==> config.mk <==
export PLATFORM = sky130hd
export DESIGN_NAME = mac_filter
export DESIGN_NICKNAME = d
export VERILOG_FILES = /design/src/rtl/mac_filter.sv
export SDC_FILE = /design/constraint.sdc
export NUM_CORES = 1
export LEC_CHECK = 0
export ABC_AREA = 1
export BUFFER_PORTS_ARGS = -buffer_cell sky130_fd_sc_hd__buf_2
export CAP_MARGIN = 5
export CORE_UTILIZATION = 37
export DETAILED_ROUTE_END_ITERATION = 8
export PLACE_DENSITY = 0.54
export RECOVER_POWER = 25
export SLEW_MARGIN = 15
export SYNTH_ARGS = -nofsm -noshare
export SYNTH_HDL_FRONTEND = slang
export SYNTH_SLANG_ARGS = --single-unit
==> constraint.sdc <==
create_clock -name clk -period 2.9 [get_ports clk]
set_input_delay 0.145 -clock clk [delete_from_list [all_inputs] [get_ports clk]]
set_output_delay 0.145 -clock clk [all_outputs]
set_load 0.02 [all_outputs]
==> src/rtl/mac_filter.sv <==
// mac_filter
// ----------
// Ethernet destination-address filter for a narrow beat-serial stream.
// Each frame arrives as one contiguous run of axiiv-high beats, N bits per
// beat, MSB-first, byte 0 first: destination MAC, source MAC, then the
// ethertype and payload. Frames addressed to MY_MAC or to broadcast have
// their source address captured and everything from the ethertype onward
// forwarded with one cycle of latency. Frames addressed elsewhere are
// swallowed and flagged with a one-cycle drop pulse.
//
// Ports
//   clk            system clock, rising edge
//   rst            asynchronous active-high reset
//   axiid[N-1:0]   input beat
//   axiiv          input beat valid; any low cycle ends the current frame
//   axiov          forwarded beat valid
//   axiod[N-1:0]   forwarded beat, zero whenever axiov is low
//   src_mac[47:0]  source address of the last accepted frame
//   src_mac_valid  src_mac holds a complete address
//   drop           one-cycle pulse when a frame fails the address check
//
// Parameters
//   N       beat width in bits: 1, 2, 4 or 8
//   MY_MAC  station address accepted as destination

module mac_filter #(
  parameter int          N      = 2,
  parameter logic [47:0] MY_MAC = 48'h69695A065491
) (
  input  logic         clk,
  input  logic         rst,
  input  logic [N-1:0] axiid,
  input  logic         axiiv,
  output logic         axiov,
  output logic [N-1:0] axiod,
  output logic [47:0]  src_mac,
  output logic         src_mac_valid,
  output logic         drop
);

  // Beats per MAC field and the narrowest counter that can hold BEATS-1.
  localparam int          BEATS = 48 / N;
  localparam int          CW    = (BEATS > 1) ? $clog2(BEATS) : 1;
  localparam logic [CW-1:0] LAST  = CW'(BEATS - 1);
  localparam logic [47:0] BCAST = 48'hFFFFFFFFFFFF;

  typedef enum logic [2:0] {
    IDLE,
    DST,
    SRC,
    PASS,
    DROP
  } state_t;

  state_t          state_q;
  logic [CW-1:0]   cnt_q;
  logic [47-N:0]   dst_q;
  logic            armed_q;
  logic [47:0]     srcMac_q;
  logic            srcValid_q;
  logic            axiov_q;
  logic [N-1:0]    axiod_q;
  logic            drop_q;

  logic [47:0]     fullDst;
  logic            dstMatch;

  // The destination is collected in a left-shifting register that starts
  // from zero, so after BEATS-1 beats the first beat sits in the top N bits
  // of the finished address. The last beat is compared straight off the
  // input rather than waiting a cycle to be stored.
  assign fullDst  = {dst_q, axiid};
  assign dstMatch = (fullDst == MY_MAC) || (fullDst == BCAST);

  // All state and every output live in this one block so the outputs come
  // straight from flops. drop, axiov and axiod default low each cycle and
  // are raised only by the state that owns them, which keeps the drop
  // pulse to a single cycle and axiod at zero outside forwarded beats.
  // armed_q is cleared by reset and set by any axiiv-low cycle; IDLE will
  // not start a frame without it, so a frame that was in flight when reset
  // released is ignored until the line goes quiet.
  always_ff @(posedge clk or posedge rst) begin
    if (rst) begin
      state_q    <= IDLE;
      cnt_q      <= '0;
      dst_q      <= '0;
      armed_q    <= 1'b0;
      srcMac_q   <= '0;
      srcValid_q <= 1'b0;
      axiov_q    <= 1'b0;
      axiod_q    <= '0;
      drop_q     <= 1'b0;
    end else begin
      drop_q  <= 1'b0;
      axiov_q <= 1'b0;
      axiod_q <= '0;
      if (!axiiv) begin
        state_q <= IDLE;
        cnt_q   <= '0;
        dst_q   <= '0;
        armed_q <= 1'b1;
      end else begin
        case (state_q)
          IDLE: begin
            if (armed_q) begin
              dst_q   <= {dst_q[47-2*N:0], axiid};
              cnt_q   <= CW'(1);
              state_q <= DST;
            end
          end
          DST: begin
            if (cnt_q == LAST) begin
              cnt_q <= '0;
              dst_q <= '0;
              if (dstMatch) begin
                state_q    <= SRC;
                srcValid_q <= 1'b0;
              end else begin
                state_q <= DROP;
                drop_q  <= 1'b1;
              end
            end else begin
              dst_q <= {dst_q[47-2*N:0], axiid};
              cnt_q <= cnt_q + CW'(1);
            end
          end
          SRC: begin
            srcMac_q <= {srcMac_q[47-N:0], axiid};
            if (cnt_q == LAST) begin
              cnt_q      <= '0;
              state_q    <= PASS;
              srcValid_q <= 1'b1;
            end else begin
              cnt_q <= cnt_q + CW'(1);
            end
          end
          PASS: begin
            axiov_q <= 1'b1;
            axiod_q <= axiid;
          end
          DROP: begin
            state_q <= DROP;
          end
          default: begin
            state_q <= IDLE;
            cnt_q   <= '0;
            dst_q   <= '0;
          end
        endcase
      end
    end
  end

  assign axiov         = axiov_q;
  assign axiod         = axiod_q;
  assign src_mac       = srcMac_q;
  assign src_mac_valid = srcValid_q;
  assign drop          = drop_q;

endmodule

==> flow_metrics.py, run 1 <==
metrics = {
    "route": {
        "drt-initial-drc-count": 288,
        "ant_nets": 0,
        "drt_pre_antenna_iters": 4,
        "vias_per_cell": 4.80,
        "post-route-drc-count": 0,
        "routedWlPerCell_um": 13.1,
        "wirelength_um": 10300,
        "vias": 3751,
    },
    "worst_setup_path": {
        "worstPathCellList": "nand2_1 > nor3_1 > nor2_2 > o21ai_2 > nor2_4 > buf_12 > o21ai_0 > o21a_1",
        "r2r-end": "dst_q[26]",
        "cp-start-kind": "flop",
        "worstPathArrival_ps": 2410,
        "cpPeakStageDelay_ps": 470,
        "end_kind": "flop",
        "r2r_cells": 8,
        "crit_required_ps": 3140,
        "r2r-start": "state_q[1]",
        "critPathKind": "reg -> reg",
        "crit_fanout": 60,
        "slowest_stage": "nor2_4",
        "r2r_slack_ps": 740,
    },
    "cts": {
        "cts_tree": "yes",
        "cts_sinks": 108,
        "htreeDepth": 3,
        "clk_pin_slew_worst_paths_ps": 70,
        "cts_buffer_depth": 2,
        "cts-resized-gates": 0,
        "clkLatencyLatePin_ps": 350,
        "cts-root-buf": "clkbuf_16",
        "numCtsBuffers": 9,
    },
    "global_routing": {
        "grt_max_degree": 109,
        "grt-ovfl-total": 0,
        "grt_pass1_wl_um": 17400,
        "antenna_found_initial": 0,
        "track_usage_pct": 16.8,
        "grt_pass1_vias": 3609,
    },
    "logic_synthesis": {
        "ys_ff_latch": 108,
        "synthCells": 560,
        "synth_top_family_by_area": "simple AND/OR/NAND/NOR gates",
        "yosys.area.top_type": "dfrtp_1",
        "synth_fp_nets": 566,
        "synthTopCellsByArea": "dfrtp_1 (57%), nand2_1 (17%), nand4_1 (4.6%)",
        "synth_compound_area_share_pct": 9.03,
        "synth_xor_xnor_area_share_pct": 0.184,
        "synth_area_per_cell_um2": 8.51,
        "synth.area.mux_share_pct": 0,
        "yosysWarnings": 0,
        "syn-cell-area_um2": 4770,
        "synthAdderAreaFrac_pct": 0.262,
        "synth-simple-area-share_pct": 26.2,
        "synth.distinct_cells": 29,
        "yosys.area.top_type_share_pct": 56.7,
        "synth-seq-area-share_pct": 56.7,
    },
    "min_path": {
        "hp-class": "in -> reg",
        "hold_path_end": "axiod[0]",
        "hp-start": "axiid[0]",
        "hold_depth": 3,
    },
    "placement": {
        "routabilityCongestion": 0.806,
        "numPortBuffers": 57,
        "hpwlAfterDp_um": 6490,
    },
    "sta": {
        "worst_slew_pin_slew_ps": 1470,
        "setup_viol": 0,
        "skew_ps": 7.72,
        "finalCritPeriodShare_pct": 74.6,
        "maxSlewViolCount": 0,
        "setup_tns_ps": 0,
        "fmax_ghz": 0.462,
        "finalHoldViolCount": 0,
        "max_slew_margin_pct": 1.80,
        "period_needed_ps": 2160,
        "rsz0062_at_grt": "false",
    },
    "floorplanning": {
        "die_w_um": 116,
        "io_pins": 58,
        "rows": 41,
        "die_y_um": 116,
        "start_util_pct": 37.9,
        "core_um2": 12600,
        "dieArea_um2": 13300,
    },
    "power_and_ir_drop": {
        "p_per_area_nw_per_um2": 632,
        "ir_drop_uv": 460,
        "p_leak_nw": 2.81,
        "total_power_mw": 3.44,
    },
    "layout": {
        "final_nets": 611,
        "drive_gt1_share_pct": 14.1,
        "diodes": 0,
        "synthToLayoutAreaGrowth_pct": 14.2,
    },
    "status": {
        "status": "finished clean",
    },
    "job": {
        "maxCapViolCount": 0,
    },
}
## synthesized netlist by cell type
master / n
ha_1: 1
a21oi_1: 2
buf_6: 6
clkbuf_1: 7
xor2_1: 1
nand2_1: 210
o32ai_1: 1
nand3_1: 12
inv_1: 44
a32o_1: 1
a31oi_1: 1
nand2_2: 1
nor2_4: 1
o21ai_0: 25
o21ai_1: 29
nor2_2: 3
nand4_1: 35
nor3_4: 1
o21a_1: 11
buf_4: 2
buf_2: 15
o41ai_1: 1
o211ai_1: 1
dfrtp_1: 108
inv_4: 1
a22o_1: 1
inv_2: 2
nor2_1: 35
o21ai_2: 2
## how the worst max path moves through the flow
stage | end | startpoint | cells past startpoint
after detailed placement | dst_q[23] | state_q[1] | 8
after global routing | dst_q[15] | state_q[1] | 8
after floorplan | dst_q[37] | cnt_q[0] | 9
after CTS | dst_q[33] | state_q[1] | 8
final | dst_q[26] | state_q[1] | 8
after global placement | dst_q[23] | state_q[2] | 9
## per-layer routing
| metal | up-vias | part of all wire [%] | global-route usage, % |
|---|---|---|---|
| li1 | 1883 | - | - |
| met1 | 1788 | 48 | 23.0 |
| met2 | 70 | 46 | 25.0 |
| met3 | 10 | 5.3 | 5.96 |
| met4 | 0 | 0.93 | 4.94 |
| met5 | - | 0 | 0 |
## area by class of cell
| cell class | count | area [um^2] |
|---|---|---|
| repair buffers | 64 | 349 |
| inverters | 47 | 183 |
| clock buffers | 10 | 229 |
| clock inverters | 6 | 70.1 |
| flip-flops and latches | 108 | 2700 |
| fillers | 1241 | 7120 |
| multi-input cells | 375 | 1700 |
| well taps | 172 | 215 |
## report_power, final
group	total, mW	internal [mW]	switching, mW	leakage, nW
combinational	0.512	0.141	0.370	1.18
sequential	1.68	1.60	0.0840	1.48
clock	1.25	0.680	0.567	0.148
## timing repair
action,CTS,global route
setup buffers,0,0
endpoints found under the hold margin,108,0
endpoints found under the setup margin,0,0
hold buffers,1,0
## stage by stage
step / cells / area, um^2 / setup WS (ps) / hold slack, ps / utilization [%]
after CTS: 782 / 5470 / 752 / 73.2 / 43.5
after global placement: 765 / 5160 / 878 / 366 / 41.1
after floorplan: 560 / 4770 / 1240 / 274 / -
after detailed placement: 765 / 5160 / 758 / 371 / 41.1
final: 782 / 5450 / 736 / 85.7 / 43.3
after global routing: 782 / 5450 / 529 / 92.1 / 43.3
## worst max-delay path, delay by kind of cell, from the launching register on
kind            cells  cell delay, ps
simple gates        4             840
flops               1             440
compound gates      3             440
buf+inv             1             310
## registers in the layout (all words and copies together) (netlist names)
register,count
src_mac,48
dst_q,46
cnt_q,5
state_q,3
axiod,2
armed_q,1
axiov,1
drop,1
src_mac_valid,1
## cell usage in the layout, fill, tap and decap left out, types with 2 or more instances in the layout
| master | n |
|---|---|
| nand3_1 | 12 |
| clkbuf_1 | 4 |
| o21ai_2 | 2 |
| a21oi_1 | 2 |
| clkbuf_16 | 9 |
| dfrtp_1 | 108 |
| o21ai_1 | 29 |
| nand2_1 | 210 |
| inv_1 | 43 |
| buf_4 | 4 |
| o21a_1 | 11 |
| nand4_1 | 35 |
| inv_6 | 3 |
| o21ai_0 | 25 |
| nor2_2 | 2 |
| nor2_1 | 35 |
| inv_2 | 2 |
| nor2_4 | 2 |
| buf_2 | 54 |
## kinds of logic after synthesis
group	after synthesis
xor gates and xnor gates	1
adders and majority gates	1
buffers and inverters	77
AOI/OAI and AO/OA	75
and+or+nand+nor	298
DFF	108
No activity file was read; power rests on OpenSTA's default activity.
==> run 2: changes to the inputs <==
--- a/config.mk
+++ b/config.mk
@@ -10,7 +10,7 @@
 export CAP_MARGIN = 5
 export CORE_UTILIZATION = 37
 export DETAILED_ROUTE_END_ITERATION = 8
-export PLACE_DENSITY = 0.54
+export PLACE_DENSITY = 0.52
 export RECOVER_POWER = 25
 export SLEW_MARGIN = 15
 export SYNTH_ARGS = -nofsm -noshare
==> constraint.sdc (replaced) <==
create_clock -name clk -period 2.25 [get_ports clk]
set_input_delay 0.1125 -clock clk [delete_from_list [all_inputs] [get_ports clk]]
set_output_delay 0.1125 -clock clk [all_outputs]
set_load 0.02 [all_outputs]
==> run 2 against run 1 <==
Power rose by 30%; register-to-register slack got worse by 260 ps; sequential cell count did not move; maximum frequency rose by 22%; sequential share of layout area fell by 0.26 points; via count rose by 0.21%; routed wire length rose by 0.56%; count of clock-buffer cells in the layout rose by 1; worst setup slack got worse by 260 ps; critical path type unchanged.
==> flow_metrics.py, run 2 (synthesis gave the netlist of run 1 again) <==
metrics = {
    "route": {
        "drt-initial-drc-count": 242,
        "ant_nets": 0,
        "drt_pre_antenna_iters": 6,
        "wirelength_um": 10300,
        "vias_per_cell": 4.80,
        "routedWlPerCell_um": 13.2,
        "vias": 3759,
        "post-route-drc-count": 0,
    },
    "layout": {
        "fillers": 1261,
        "multi_input_area_um2": 1700,
        "drive_gt1_share_pct": 14.4,
        "final_area_um2": 5470,
        "final_cells": 783,
        "regArea_um2": 2700,
        "final_nets": 612,
        "final_common_cell": "nand2_1",
        "diodes": 0,
        "largest_reg_flops": 48,
        "synthToLayoutAreaGrowth_pct": 14.8,
        "final_cell_mix": "nand2_1 (210), dfrtp_1 (108), buf_2 (56), inv_1 (43)",
    },
    "cts": {
        "cts_tree": "yes",
        "cts_setup_buffers": 0,
        "cts_buffer_depth": 2,
        "cts-root-buf": "clkbuf_16",
        "numCtsBuffers": 9,
        "clk_pin_slew_worst_paths_ps": 70,
        "htreeDepth": 3,
        "cts_sinks": 108,
        "clkLatencyLatePin_ps": 350,
    },
    "worst_setup_path": {
        "r2r_slack_ps": 470,
        "critPathKind": "reg -> reg",
        "crit_fanout": 84,
        "end_kind": "flop",
        "crit_end": "dst_q[36]",
        "r2r-end": "dst_q[36]",
        "r2r_cells": 8,
        "crit_required_ps": 2540,
        "cp-start-kind": "flop",
        "r2r-start": "state_q[1]",
        "worstPathArrival_ps": 2070,
        "crit_start": "state_q[1]",
    },
    "min_path": {
        "hp-start": "axiid[0]",
        "hold_depth": 3,
        "hp-class": "in -> reg",
    },
    "power_and_ir_drop": {
        "total_power_mw": 4.46,
        "ir_drop_uv": 556,
        "p_per_area_nw_per_um2": 814,
        "p_leak_nw": 2.83,
    },
    "global_routing": {
        "antenna_found_initial": 0,
        "use_met2_pct": 25.9,
        "grt_pass1_wl_um": 17700,
        "grt_max_degree": 109,
        "track_usage_pct": 17.2,
        "met3_usage_pct": 5.86,
        "busiest_layer": "met2",
        "grtUsageMet1_pct": 22.9,
        "grt-ovfl-total": 0,
        "grt_pass1_vias": 3614,
    },
    "sta": {
        "skew_ps": 6.12,
        "period_needed_ps": 1780,
        "setup_tns_ps": 0,
        "fmax_ghz": 0.563,
        "finalHoldViolCount": 0,
        "rsz0062_at_grt": "false",
        "finalCritPeriodShare_pct": 78.9,
        "setup_viol": 0,
        "maxSlewViolCount": 0,
        "worst_slew_pin_slew_ps": 803,
        "max_slew_margin_pct": 46.4,
    },
    "placement": {
        "hpwlAfterDp_um": 6380,
        "routabilityCongestion": 0.810,
        "numPortBuffers": 57,
        "place_area_um2": 5180,
        "place_inst": 766,
    },
    "floorplanning": {
        "die_w_um": 116,
        "start_util_pct": 37.9,
        "die_y_um": 116,
        "dieArea_um2": 13300,
        "io_pins": 58,
        "rows": 41,
        "core_um2": 12600,
    },
    "job": {
        "maxCapViolCount": 0,
    },
    "status": {
        "status": "finished clean",
    },
}
==> run 2: cell types whose count changed in the layout (fill, tap and decap cells not counted), sizes merged <==
cell	previous run	this run
inv	49	48
buf	59	63
clkbuf	14	12
clkinvlp	1	2
clkinv	2	1
==> run 2: how the worst min path moves through the flow <==
stage,endpoint
after floorplan,axiod[0]
after global placement,cnt_q[3]
after detailed placement,src_mac[4]
after CTS,axiod[0]
after global routing,axiod[0]
final,axiod[0]
==> run 2: metrics by stage <==
stage | setup slack [ps] | util, % | hold WS (ps)
6_report | 474 | 43.6 | 62.6
5_1_grt | 367 | 43.6 | 61.0
4_1_cts | 531 | 43.7 | 52.2
3_5_place_dp | 524 | 41.2 | 339
3_3_place_gp | 544 | 41.2 | 337
2_1_floorplan | 591 | - | 241
==> run 2: layout make-up <==
cell class | count | share of cell area [%]
multi-input cells | 375 | 31.0
clock inverters | 5 | 1.10
repair buffers | 65 | 7.02
inverters | 47 | 3.34
clock buffers | 11 | 4.25
well taps | 172 | 3.93
flip-flops and latches | 108 | 49.4
==> run 2: worst max-delay path: stages, from the launching register on <==
cell	delay, ps
dfrtp_1	430
nand2_1	100
nor3_1	390
nor2_2	100
o21ai_2	110
nor2_4	50
buf_12	190
o21ai_0	140
o21a_1	140
==> run 2: timing repair <==
item / in CTS / in global routing
hold endpoints to repair: 108 / 0
hold buffers: 1 / 0
gates resized for setup: 0 / 0
endpoints found under the setup margin: 0 / 0
==> run 2: metal layers <==
metal	vias up	wire, um
met1	1788	4910
met3	14	592
met2	74	4670
li1	1883	-
met5	-	0
met4	0	141
==> run 2: report_power, final <==
part	leakage [nW]	switching (mW)	internal, mW
clock network	0.141	0.710	0.870
registers	1.48	0.102	2.06
logic	1.20	0.494	0.219
total	2.83	1.31	3.15
==> run 3: changes to the inputs <==
==> constraint.sdc (replaced) <==
create_clock -name clk -period 1.7 [get_ports clk]
set_input_delay 0.085 -clock clk [delete_from_list [all_inputs] [get_ports clk]]
set_output_delay 0.085 -clock clk [all_outputs]
set_load 0.02 [all_outputs]
==> run 3 against run 2 <==
The run now ends with setup timing left; sequential share of layout area decreased by 3.5 points; clock power increased by 21%; first-iteration DRC count increased by 5.0%; routed wire length increased by 16%; combinational power increased by 130%; register-to-register slack got worse by 480 ps; maximum frequency increased by 4.3%; critical endpoint is now dst_q[23]; largest cell class unchanged.
==> flow_metrics.py, run 3 (synthesis gave the netlist of run 1 again) <==
metrics = {
    "power_and_ir_drop": {
        "internal-power_mw": 4.45,
        "p_switching_mw": 1.99,
        "seqPwrFrac_pct": 44.6,
        "p_leak_nw": 3.00,
        "p_per_area_nw_per_um2": 1090,
        "power_frac_comb_pct": 25.7,
        "clkPwrFrac_pct": 29.7,
        "ir_drop_uv": 513,
        "swShare_pct": 30.9,
    },
    "sta": {
        "max_slew_margin_pct": 35.0,
        "worst_slew_pin_slew_ps": 975,
        "period_needed_ps": 1700,
        "finalHoldViolCount": 0,
        "maxSlewViolCount": 0,
        "hold_ws_ps": 27.9,
        "setup_viol": 1,
        "rsz0062_at_grt": "true",
        "finalCritPeriodShare_pct": 100,
        "skew_ps": 5.12,
        "setup_ws_ps": -2.29,
        "fmax_ghz": 0.587,
    },
    "layout": {
        "final_cells": 810,
        "final_nets": 640,
        "multi_input_area_um2": 1780,
        "largest_reg_flops": 48,
        "regArea_um2": 2710,
        "final_area_um2": 5900,
        "synthToLayoutAreaGrowth_pct": 23.8,
        "final_common_cell": "nand2_1",
        "fillers": 1231,
        "drive_gt1_share_pct": 19.6,
        "diodes": 0,
        "final_cell_mix": "nand2_1 (207), dfrtp_1 (105), buf_2 (53), inv_1 (41), nand4_1 (35)",
    },
    "global_routing": {
        "grt_pass1_vias": 3778,
        "grt_max_degree": 109,
        "grt-ovfl-total": 0,
        "grt_pass1_wl_um": 18100,
        "track_usage_pct": 17.6,
        "antenna_found_initial": 0,
    },
    "placement": {
        "place_inst": 773,
        "numPortBuffers": 57,
        "place_area_um2": 5270,
        "routabilityCongestion": 0.856,
        "hpwlAfterDp_um": 6770,
        "place_ws_ps": 71.4,
    },
    "route": {
        "drt_pre_antenna_iters": 4,
        "post-route-drc-count": 0,
        "drt-initial-drc-count": 254,
        "wirelength_um": 11900,
        "ant_nets": 0,
        "vias": 3933,
        "vias_per_cell": 4.86,
        "routedWlPerCell_um": 14.7,
    },
    "worst_setup_path": {
        "cpPeakStageDelay_ps": 440,
        "worstPathCellList": "nor2_4 > nand2_4 > nor2_4 > nor2_4 > o21ai_4 > nor2_4 > buf_12 > buf_6 > clkbuf_16 > o21a_1",
        "slowest_stage": "dfrtp_2",
        "path_common_cell": "nor2_4",
        "r2r_slack_ps": -2,
        "cp-start-kind": "flop",
        "crit_start": "state_q[0]",
        "crit_fanout": 9,
        "crit_required_ps": 1940,
        "crit_end": "dst_q[23]",
        "r2r-end": "dst_q[23]",
        "end_kind": "flop",
        "critPathKind": "reg -> reg",
        "worstPathArrival_ps": 1940,
        "r2r_cells": 10,
        "r2r-start": "state_q[0]",
    },
    "floorplanning": {
        "die_w_um": 116,
        "dieArea_um2": 13300,
        "rows": 41,
        "io_pins": 58,
        "core_um2": 12600,
        "die_y_um": 116,
        "start_util_pct": 37.9,
    },
    "cts": {
        "clkLatencyLatePin_ps": 350,
        "numCtsBuffers": 9,
        "cts-root-buf": "clkbuf_16",
        "cts_buffer_depth": 2,
        "clk_pin_slew_worst_paths_ps": 70,
        "cts_tree": "yes",
        "cts_sinks": 108,
        "htreeDepth": 3,
    },
    "status": {
        "violations": "setup timing",
        "status": "complete, but fails checks",
    },
    "job": {
        "maxCapViolCount": 0,
    },
    "min_path": {
        "hp-class": "in -> reg",
    },
}
[run 3: cell types whose count changed in the layout (fill, tap and decap cells not counted), sizes merged]
cell,before,now
bufinv,1,0
clkbuf,12,22
inv,48,46
buf,63,81
clkinvlp,2,4
[run 3: what timing repair did]
item	in CTS	in global routing
hold buffers	1	0
buffers inserted	0	11
resized for setup	0	25
hold endpoints to repair	108	0
endpoints found under the setup margin	0	49
[run 3: power by group through the flow]
stage	clock [mW]	sequential, mW	combinational, mW
after floorplan	0	2.89	0.696
after global placement	0	2.90	0.969
after detailed placement	0	2.91	0.987
after CTS	1.98	2.86	0.996
after global routing	2.07	2.89	1.76
final	1.91	2.87	1.66
[run 3: worst min-delay path by stage]
stage / cells past startpoint / slack [ps] / to / start
after CTS: 3 / 20 / dst_q[1] / axiid[1]
after global routing: 3 / 20 / dst_q[1] / axiid[1]
after detailed placement: 3 / 310 / cnt_q[3] / rst
final: 3 / 30 / dst_q[1] / axiid[1]
after floorplan: 2 / 210 / axiod[0] / axiid[0]
after global placement: 3 / 310 / cnt_q[4] / rst
[run 3: worst max-delay path, delay by kind of cell, from the launching register on]
| kind | cells | cell delay [ps] |
|---|---|---|
| AO/OA/AOI/OAI | 2 | 240 |
| buffers and inverters | 3 | 410 |
| flip-flops | 1 | 440 |
| AND/OR/NAND/NOR | 5 | 490 |
[run 3: stage by stage]
stage               TNS (ps)  util (%)  power (mW)
floorplan                  0         -        3.59
global placement           0      42.0        3.87
detailed placement         0      42.0        3.90
CTS                        0      44.1        5.84
global route            -491      47.0        6.73
finish                 -2.29      47.0        6.44
[run 3: metal layers]
layer  track usage [%]  wire, um  vias up
met2              27.5      5600       88
met1              22.6      5520     1897
met4              7.19       250        0
met3              5.54       564       12
met5                 0         0        -
li1                  -         -     1936
[run 3: cell type report]
cell class	instances	share of cell area (%)
clock buffer	11	3.94
clock inverter	4	0.466
inverter	47	3.10
multi-input combinational	375	30.1
sequential	108	45.9
tap	172	3.65
timing repair buffer	93	12.9
